<file path="src/rtl/rx_frame_sequencer.sv">
// rx_frame_sequencer
// Frames the UART receiver's nibble stream into SYNC/OP/A/B commands and hands
// each completed frame downstream over a valid/ready command register. Flags
// sync errors, inter-nibble timeouts and overruns as one-cycle pulses.
//
// state     | meaning
// ----------+----------------------------------------------------------
// WAIT_SYNC | idle, hunting for SYNC_NIBBLE; non-sync nibbles flagged
// GET_OP    | sync seen, waiting for the OP nibble
// GET_A     | OP latched, waiting for the A nibble
// GET_B     | A latched, waiting for the B nibble (frame commit)
module rx_frame_sequencer #(
  parameter logic [3:0] SYNC_NIBBLE  = 4'hA,
  parameter int         TIMEOUT_CLKS = 125000,
  parameter int         CNT_W        = 17
) (
  input  logic       clk,
  input  logic       reset,
  input  logic       rx_done,
  input  logic [3:0] rx_data,
  input  logic       cmd_ready,
  output logic       cmd_valid,
  output logic [3:0] cmd_op,
  output logic [3:0] cmd_a,
  output logic [3:0] cmd_b,
  output logic       busy,
  output logic       err_sync,
  output logic       err_timeout,
  output logic       err_overrun,
  output logic [7:0] frame_count
);

  typedef enum logic [1:0] {
    WAIT_SYNC = 2'd0,
    GET_OP    = 2'd1,
    GET_A     = 2'd2,
    GET_B     = 2'd3
  } state_t;

  localparam logic [CNT_W-1:0] TMO_LAST = CNT_W'(TIMEOUT_CLKS - 1);

  state_t           state;
  logic [3:0]       shadow_op;
  logic [3:0]       shadow_a;
  logic [CNT_W-1:0] tmo_cnt;
  logic             cmd_free;

  // The command register can take a new frame if empty or being drained this cycle.
  assign cmd_free = !cmd_valid || cmd_ready;

  // Busy whenever a frame is in progress.
  assign busy = (state != WAIT_SYNC);

  // Frame FSM, timeout counter, command register and error pulses.
  always_ff @(posedge clk or posedge reset) begin
    if (reset) begin
      state       <= WAIT_SYNC;
      shadow_op   <= '0;
      shadow_a    <= '0;
      tmo_cnt     <= '0;
      cmd_valid   <= 1'b0;
      cmd_op      <= '0;
      cmd_a       <= '0;
      cmd_b       <= '0;
      err_sync    <= 1'b0;
      err_timeout <= 1'b0;
      err_overrun <= 1'b0;
      frame_count <= '0;
    end else begin
      err_sync    <= 1'b0;
      err_timeout <= 1'b0;
      err_overrun <= 1'b0;

      // Handshake drains the register; a same-edge commit below overrides this.
      if (cmd_valid && cmd_ready) begin
        cmd_valid <= 1'b0;
      end

      case (state)
        WAIT_SYNC: begin
          tmo_cnt <= '0;
          if (rx_done) begin
            if (rx_data == SYNC_NIBBLE) begin
              state <= GET_OP;
            end else begin
              err_sync <= 1'b1;
            end
          end
        end
        default: begin
          // A nibble arriving on the terminal-count cycle wins over the timeout.
          if (rx_done) begin
            tmo_cnt <= '0;
            case (state)
              GET_OP: begin
                shadow_op <= rx_data;
                state     <= GET_A;
              end
              GET_A: begin
                shadow_a <= rx_data;
                state    <= GET_B;
              end
              default: begin
                state <= WAIT_SYNC;
                if (cmd_free) begin
                  cmd_op      <= shadow_op;
                  cmd_a       <= shadow_a;
                  cmd_b       <= rx_data;
                  cmd_valid   <= 1'b1;
                  frame_count <= frame_count + 8'd1;
                end else begin
                  err_overrun <= 1'b1;
                end
              end
            endcase
          end else if (tmo_cnt == TMO_LAST) begin
            state       <= WAIT_SYNC;
            err_timeout <= 1'b1;
            tmo_cnt     <= '0;
          end else begin
            tmo_cnt <= tmo_cnt + CNT_W'(1);
          end
        end
      endcase
    end
  end

endmodule

</file>
<file path="config.mk">
export PLATFORM = sky130hd
export DESIGN_NAME = rx_frame_sequencer
export DESIGN_NICKNAME = d
export VERILOG_FILES = /design/src/rtl/rx_frame_sequencer.sv
export SDC_FILE = /design/constraint.sdc
export NUM_CORES = 1
export LEC_CHECK = 0
export CORE_MARGIN = 2
export CORE_UTILIZATION = 59
export CTS_BUF_LIST = sky130_fd_sc_hd__clkbuf_4
export DETAILED_ROUTE_END_ITERATION = 16
export PLACE_DENSITY = 0.82
export SYNTH_ARGS = -nofsm -noshare
export SYNTH_HDL_FRONTEND = slang
export SYNTH_SLANG_ARGS = --single-unit
</file>
<file path="constraint.sdc">
create_clock -name clk -period 4.2 [get_ports clk]
set_input_delay 0.84 -clock clk [delete_from_list [all_inputs] [get_ports clk]]
set_output_delay 0.84 -clock clk [all_outputs]
set_load 0.005 [all_outputs]
</file>
=== Yosys cells after proc, flatten, opt, wreduce, memory -nomap -nowiden ===
Cells that the tools add are included.

* Logic and storage cells: 57
* Bits in registers: 51

* Muxes and demuxes: 24
* $add $sub $neg: 2
* Reductions and logical operators: 11
* Equal/unequal tests: 6
* Bitwise logic cells: 2

{| class="wikitable"
|+ Operator list
! kind !! count
|-
| 2-to-1 mux 17 bit || 3
|-
| adder 17 x 1 -> 17 bit, second input constant || 1
|-
| == test 17 bit, second input constant || 1
|-
| 2-to-1 mux 1 bit || 15
|-
| 2-to-1 mux 2 bit || 5
|-
| AND reduction 3 bit || 3
|-
| adder 8 x 1 -> 8 bit, second input constant || 1
|-
| == test 4 bit, second input constant || 1
|-
| != test 2 bit, second input constant || 2
|-
| case mux 2 bit (2 select lines) || 1
|-
| AND reduction 4 bit || 1
|-
| nonzero test 2 bit || 2
|-
| == test 2 x 1 -> 1 bit, second input constant || 1
|-
| == test 2 bit, second input constant || 1
|-
| zero test 2 bit || 1
|-
| inverter 1 bit || 2
|-
| OR reduction 2 bit || 1
|-
| logical AND 1 bit || 1
|-
| zero test 1 bit || 1
|-
| logical OR 1 bit || 1
|}

=== Longest topological paths before layout ===
Gate-level depths: netlist (run 1).

* Word-level depth: 6
* Mapped depth: 6
* Depth with buffers taken out: 6

=== Worst setup path before layout (run 1) ===
Ideal clock, no wire load.

* Path kind: input to register
* Start: input port cmd_ready
* End: register cmd_b[0]
* Arrival: 1,792 ps
* Cell stages on the path: 4
* Path slack: 2,283 ps
* Buffers on the path: 1
* Data required time: 4,075 ps
* Cells stage by stage: nor2b_1 > nor2_1 > buf_2 > mux2_2

* Longest elaborated chain between the ends: 2

{| class="wikitable"
|+ Ends and longest elaborated chain
! item !! line !! source
|-
| start, declared || 21 || <nowiki>input logic cmd_ready,</nowiki>
|-
| logical OR 1 bit || 49 || <nowiki>assign cmd_free = !cmd_valid || cmd_ready;</nowiki>
|-
| AND reduction 4 bit (no source line) || - ||
|-
| end signal, assigned || 108 || <nowiki>cmd_b <= rx_data;</nowiki>
|-
| end, declared || 25 || <nowiki>output logic [3:0] cmd_b,</nowiki>
|}

Every way passes these cells.
A chain may end at the register's enable or synchronous reset.

=== Worst setup path after layout (run 1) ===
* Start: register state[0]
* End: output port busy

* Longest elaborated chain between the ends: 1

{| class="wikitable"
|+ Ends and longest elaborated chain
! item !! line !! source
|-
| start, declared || 42 || <nowiki>state_t state;</nowiki>
|-
| start signal, assigned || 57 || <nowiki>state <= WAIT_SYNC;</nowiki>
|-
| start signal, assigned || 84 || <nowiki>state <= GET_OP;</nowiki>
|-
| start signal, assigned || 97 || <nowiki>state <= GET_A;</nowiki>
|-
| nonzero test 2 bit || 52 || <nowiki>assign busy = (state != WAIT_SYNC);</nowiki>
|-
| end, declared || 26 || <nowiki>output logic busy,</nowiki>
|}

Every way passes these cells.

==> metrics.csv, run 1 <==
stage;metric;value;unit
yosys;synthAdderAreaFrac;0.0331;
cts;ctsLongestPathBuffers;2;
setup_path;max_stage_delay;0.54;ns
status;status;finished clean;
layout;fillers;279;
min_path;min_from;frame_count[7]$_DFFE_PP0P_;
power_and_ir_drop;power_frac_comb;0.348;
power_and_ir_drop;vdd_ir_drop_max;0.296;mV
floorplan;start_util;0.614;
yosys;netlist_area;0.00227;mm2
yosys;synth_common_cells;51 x dfrtp_1, 21 x mux2_2, 18 x nor2_1;
job;cap_violations;0;
timing;skew;0.0153;ns
setup_path;end_kind;output port;
setup_path;r2r-start;tmo_cnt[7]$_DFF_PP0_;
min_path;hp-class;reg -> reg;
cts;holdBufCountCts;0;
timing;worst_pin_slew;0.977;ns
layout;area_growth;18.3;%
timing;min_period_over_period;0.659;
cts;htreeDepth;2;
placed_design;dpl.cell_count;265;
global_route;grt_util_all_layers;0.225;
placed_design;place_congestion;0.914;
cts;cts_buffers;5;
cts;cts_tree;done;
power_and_ir_drop;p_clk_frac;0.147;
route;post_drt_wl_per_cell;15.5;um
cts;postCtsSetupBuffers;0;
power_and_ir_drop;switchingPower;0.000437;W
timing;finalSetupTns;0;ns
yosys;synth.yosys.seq_area_share;0.563;
layout;multi_input_area;935;um2
setup_path;crit_required;3.36;ns
timing;slew_headroom;0.348;
setup_path;r2r-end;tmo_cnt[14]$_DFF_PP0_;
cts;clkTransAtPathRegs;0.14;ns
yosys;synthTopCellsByArea;dfrtp_1 56%, mux2_2 10%, xor2_1 4.6%;
setup_path;cp_num_cells;4;
route;drt-total-wl;4.21;mm
yosys;yosysWarnings;0;
yosys;synthArstFlopShare;1.00;
yosys;synthXorXnorAreaFrac;0.0773;
yosys;synth_nets;203;
yosys;synthSimpleGateAreaFrac;0.162;
placed_design;io_buffers;32;
timing;min_period;2.77;ns
yosys;synthMuxAreaShare;0.104;
global_route;grt_antenna_before_repair;0;
yosys;ys_ff_latch;51;
placed_design;place_ws;1.79;ns
placed_design;dp_hpwl;3.06;mm
route;ant_nets;0;
setup_path;critPathKind;reg -> out;
setup_path;critPathSlowestCell;clkdlybuf4s50_1;
layout;finalNonFillerCells;272;
yosys;syn_area_per_cell;12.0;um2
min_path;min_path_cells;1;
setup_path;cp_num_buf_inv;3;
timing;max_freq;0.361;GHz
cts;cts_resized;0;
setup_path;cpLargestDelayFamily;buffers and inverters;
setup_path;cp_cell_sequence;inv_1 > ha_1 > inv_1 > clkdlybuf4s50_1;
layout;diodes;0;
timing;hold_viol_final;0;
layout;fin_nets;238;
timing;finalMaxSlewViolations;0;
cts;clock-root-buffer;clkbuf_4;
timing;finalSetupViolations;0;
power_and_ir_drop;switching_share;0.306;
power_and_ir_drop;powerDensity;534;mW/mm2
route;drt_pass1_iterations;4;
timing;rsz0062_at_grt;false;
floorplan;coreArea;0.00369;mm2
power_and_ir_drop;p_leak;1.16;nW
floorplan;die_x;66.0;um
floorplan;rows;22;
route;vias_per_cell;5.75;
setup_path;cp_common_cell;inv_1;
global_route;grt_max_degree;52;
setup_path;rrSetupSlack;2.08;ns
yosys;synth_edf_count;0;
yosys;syn_inst;189;
route;vias;1563;
power_and_ir_drop;internal_power;0.000993;W
setup_path;crit_end;busy;
setup_path;startpoint_type;register;
yosys;ys.flop_type;dfrtp_1;
global_route;grt_pass1_wl;7.29;mm
power_and_ir_drop;seq_power_share;0.506;
layout;drive_gt1_frac;0.156;
setup_path;crit_fanout;6;
layout;ff_latch_area;0.00128;mm2
timing;worst_slack;1.43;ns
yosys;yosysMostFrequentCell;dfrtp_1;
route;drc;0;
setup_path;worstRegToRegCells;4;
setup_path;critPathLaunch;state[0]$_DFFE_PP0P_;
yosys;synth_top_area_share;0.563;
yosys;synth_cell_type_count;32;
global_route;grt_pass1_vias;1558;
setup_path;worstPathArrival;1.93;ns
floorplan;io_pins;33;
cts;cts_sinks;51;
cts;clk_latency;0.37;ns
route;drt-initial-drc-count;96;
floorplan;die_y;66.0;um
yosys;synth-compound-area-share;0.0353;
yosys;synth_top_family_by_area;simple AND/OR/NAND/NOR gates;
floorplan;die_area;0.00435;mm2
global_route;overflow;0;
yosys;yosys.area.top_type;dfrtp_1;
==> registers in the layout, indices dropped and copies added (netlist names) <==
signal,flops
err_sync,1
cmd_a,4
state,2
tmo_cnt,17
err_timeout,1
err_overrun,1
cmd_b,4
cmd_valid,1
shadow_a,4
cmd_op,4
frame_count,8
shadow_op,4
==> layout make-up <==
cell class              count  share of cell area
repair buffers             33               0.122
flip-flops and latches     51               0.476
clock inverters             2             0.00514
multi-input cells         125               0.349
well taps                  48              0.0224
inverters                   8              0.0112
clock buffers               5              0.0140
==> cell usage in the layout (no fill, tap or decap), types with 2 or more instances in the layout <==
| cell | instances |
|---|---|
| a21oi_1 | 3 |
| and3_1 | 5 |
| and4_1 | 3 |
| clkbuf_4 | 5 |
| clkdlybuf4s50_1 | 32 |
| dfrtp_1 | 51 |
| ha_1 | 6 |
| inv_1 | 7 |
| mux2_2 | 21 |
| nand2_1 | 9 |
| nand3_1 | 8 |
| nand4_1 | 8 |
| nor2_1 | 18 |
| nor3_1 | 3 |
| nor4_1 | 4 |
| nor4b_1 | 2 |
| o21ai_0 | 2 |
| o31ai_1 | 2 |
| xnor2_1 | 8 |
| xor2_1 | 12 |
==> stage by stage <==
stage	hold WS [ns]	power, W	util	instance area, um2
after floorplan	0.445	0.000972	-	2270
after global placement	0.454	0.00121	0.713	2630
after detailed placement	0.461	0.00124	0.713	2630
after CTS	0.484	0.00144	0.727	2680
after global routing	0.492	0.00153	0.727	2680
final	0.482	0.00143	0.727	2680
==> metal layers <==
metal	share of wire	track usage	up-vias
met2	0.50	0.374	47
met4	0.023	0.0867	0
li1	-	-	733
met5	0	0	-
met1	0.43	0.284	772
met3	0.047	0.0579	11
==> cells by family after synthesis <==
group / Yosys count
and+or+nand+nor: 67
muxes: 21
xor gates and xnor gates: 20
adders and majority gates: 6
buffers and inverters: 13
AOI/OAI and AO/OA: 11
DFF: 51
==> how the worst min path moves through the flow <==
stage / end / slack (ns)
6_report: frame_count[7]$_DFFE_PP0P_ / 0.48
2_1_floorplan: tmo_cnt[0]$_DFF_PP0_ / 0.44
3_5_place_dp: frame_count[7]$_DFFE_PP0P_ / 0.46
4_1_cts: frame_count[7]$_DFFE_PP0P_ / 0.48
5_1_grt: frame_count[7]$_DFFE_PP0P_ / 0.49
3_3_place_gp: frame_count[7]$_DFFE_PP0P_ / 0.45
==> worst register-to-register path: cells and delay by family, from the launching register on <==
family	cells	cell delay (ns)
and+or+nand+nor	3	0.85
AOI/OAI and AO/OA	1	0.64
DFF	1	0.49
==> power groups by stage <==
stage	clock (W)	sequential (W)	combinational, W
2_1_floorplan	0	0.000717	0.000255
3_3_place_gp	0	0.000725	0.000481
3_5_place_dp	0	0.000736	0.000500
4_1_cts	0.000217	0.000724	0.000503
5_1_grt	0.000242	0.000744	0.000548
6_report	0.000210	0.000723	0.000497
Power figures use the tool's default switching activity.
==> run 2, diff against run 1 <==
- CORE_UTILIZATION: 59 -> 50
- PLACE_DENSITY: 0.82 -> 0.73
- clock period: 4.2 -> 2.52 ns (I/O delays scaled with it)
==> metrics.csv, run 2 (synthesized netlist as in run 1, its figures left out) <==
stage;metric;value;unit
timing;worst_pin_slew;0.615;ns
min_path;min_from;frame_count[7]$_DFFE_PP0P_;
route;vias_per_cell;5.60;
route;drt_pass1_iterations;4;
cts;clkTransAtPathRegs;0.14;ns
floorplan;die_area;0.00509;mm2
route;drc;0;
setup_path;critPathKind;reg -> out;
global_route;grt_util_all_layers;0.182;
cts;ctsLongestPathBuffers;2;
cts;htreeDepth;2;
layout;fin_util;0.622;
placed_design;io_buffers;32;
setup_path;critPathSlowestCell;clkdlybuf4s50_1;
setup_path;crit_required;2.02;ns
route;drt-initial-drc-count;69;
timing;rsz0062_at_grt;false;
global_route;grt_pass1_vias;1547;
min_path;hp-class;reg -> reg;
layout;area_growth;19.5;%
cts;holdBufCountCts;0;
setup_path;worstPathArrival;1.86;ns
route;ant_nets;0;
setup_path;startpoint_type;register;
global_route;grt_pass1_wl;7.29;mm
layout;top_register;tmo_cnt;
placed_design;place_congestion;0.903;
route;post_drt_wl_per_cell;15.4;um
setup_path;rrSetupSlack;0.65;ns
setup_path;cp_common_cell;inv_1;
setup_path;crit_end;busy;
setup_path;r2r-start;tmo_cnt[13]$_DFF_PP0_;
cts;cts_tree;done;
setup_path;end_kind;output port;
setup_path;cp_cell_sequence;inv_1 > ha_1 > inv_1 > clkdlybuf4s50_1;
timing;hold_viol_final;0;
global_route;overflow;0;
cts;postCtsSetupBuffers;0;
layout;fin_nets;240;
layout;diodes;0;
timing;skew;0.00766;ns
setup_path;worstRegToRegCells;4;
cts;cts_buffers;5;
route;drt-total-wl;4.28;mm
placed_design;dp_hpwl;3.06;mm
power_and_ir_drop;vdd_ir_drop_max;0.508;mV
route;vias;1563;
floorplan;rows;24;
cts;cts_sinks;51;
global_route;grt_antenna_before_repair;0;
timing;worst_slack;0.159;ns
layout;final_cell_mix;50 x dfrtp_1, 32 x clkdlybuf4s50_1, 21 x mux2_2, 18 x nor2_1, 12 x xor2_1;
setup_path;max_stage_delay;0.56;ns
power_and_ir_drop;powerDensity;889;mW/mm2
cts;cts_resized;0;
cts;clk_latency;0.36;ns
timing;min_period_over_period;0.937;
timing;finalSetupViolations;0;
setup_path;critPathLaunch;state[0]$_DFFE_PP0P_;
status;status;finished clean;
layout;reg.largest.list;tmo_cnt x17, frame_count x8;
global_route;grt_max_degree;52;
placed_design;place_ws;0.478;ns
floorplan;io_pins;33;
job;cap_violations;0;
layout;final_common_cell;dfrtp_1;
floorplan;die_y;71.3;um
setup_path;crit_fanout;6;
layout;drive_gt1_frac;0.172;
floorplan;coreArea;0.00435;mm2
floorplan;start_util;0.520;
power_and_ir_drop;p_leak;1.17;nW
timing;finalMaxSlewViolations;0;
setup_path;r2r-end;state[1]$_DFFE_PP0P_;
timing;slew_headroom;0.590;
timing;min_period;2.36;ns
timing;max_freq;0.424;GHz
layout;largest_reg_flops;17;
cts;clock-root-buffer;clkbuf_4;
floorplan;die_x;71.3;um
timing;finalSetupTns;0;ns
run 2: per-stage QoR:
step,std cells,area (um2),total power (W),hold WS [ns]
global placement,271,2650,0.00202,0.459
finish,279,2710,0.00241,0.473
detailed placement,271,2650,0.00207,0.459
CTS,279,2710,0.00243,0.479
global route,279,2710,0.00257,0.507
floorplan,189,2270,0.00162,0.445
run 2: critical path: cells and delay by family, from the launching register on:
kind | cells | cell delay [ns]
flip-flops | 1 | 0.43
buffers and inverters | 3 | 0.82
adder cells (fa/ha/maj) | 1 | 0.25
run 2: report_power, final:
group          leakage (nW)  internal, W  switching (W)
sequential            0.661      0.00105       0.000157
combinational         0.478     0.000510       0.000324
clock                0.0317     0.000119       0.000248
total                  1.17      0.00168       0.000730
run 2: worst min-delay path by stage:
stage | endpoint | slack (ns) | depth (start not counted)
finish | frame_count[7]$_DFFE_PP0P_ | 0.47 | 1
global placement | frame_count[7]$_DFFE_PP0P_ | 0.46 | 1
global route | frame_count[7]$_DFFE_PP0P_ | 0.51 | 1
floorplan | tmo_cnt[0]$_DFF_PP0_ | 0.44 | 1
detailed placement | frame_count[7]$_DFFE_PP0P_ | 0.46 | 1
CTS | frame_count[7]$_DFFE_PP0P_ | 0.48 | 1
run 2: cell type report:
type                       instances  area (um2)
sequential                        51        1280
inverter                           8        30.0
clock inverter                     2        12.5
tap                               52        65.1
timing repair buffer              35         343
fill                             349        1650
multi-input combinational        125         935
clock buffer                       6        45.0
run 2: routing by layer:
| metal | share of wire | wire length (um) | vias to the layer above | track usage |
|---|---|---|---|---|
| li1 | - | - | 738 | - |
| met2 | 0.47 | 2030 | 42 | 0.296 |
| met4 | 0.020 | 85 | 0 | 0.0587 |
| met5 | 0 | 0 | - | 0 |
| met1 | 0.47 | 2000 | 770 | 0.237 |
| met3 | 0.041 | 175 | 13 | 0.0506 |
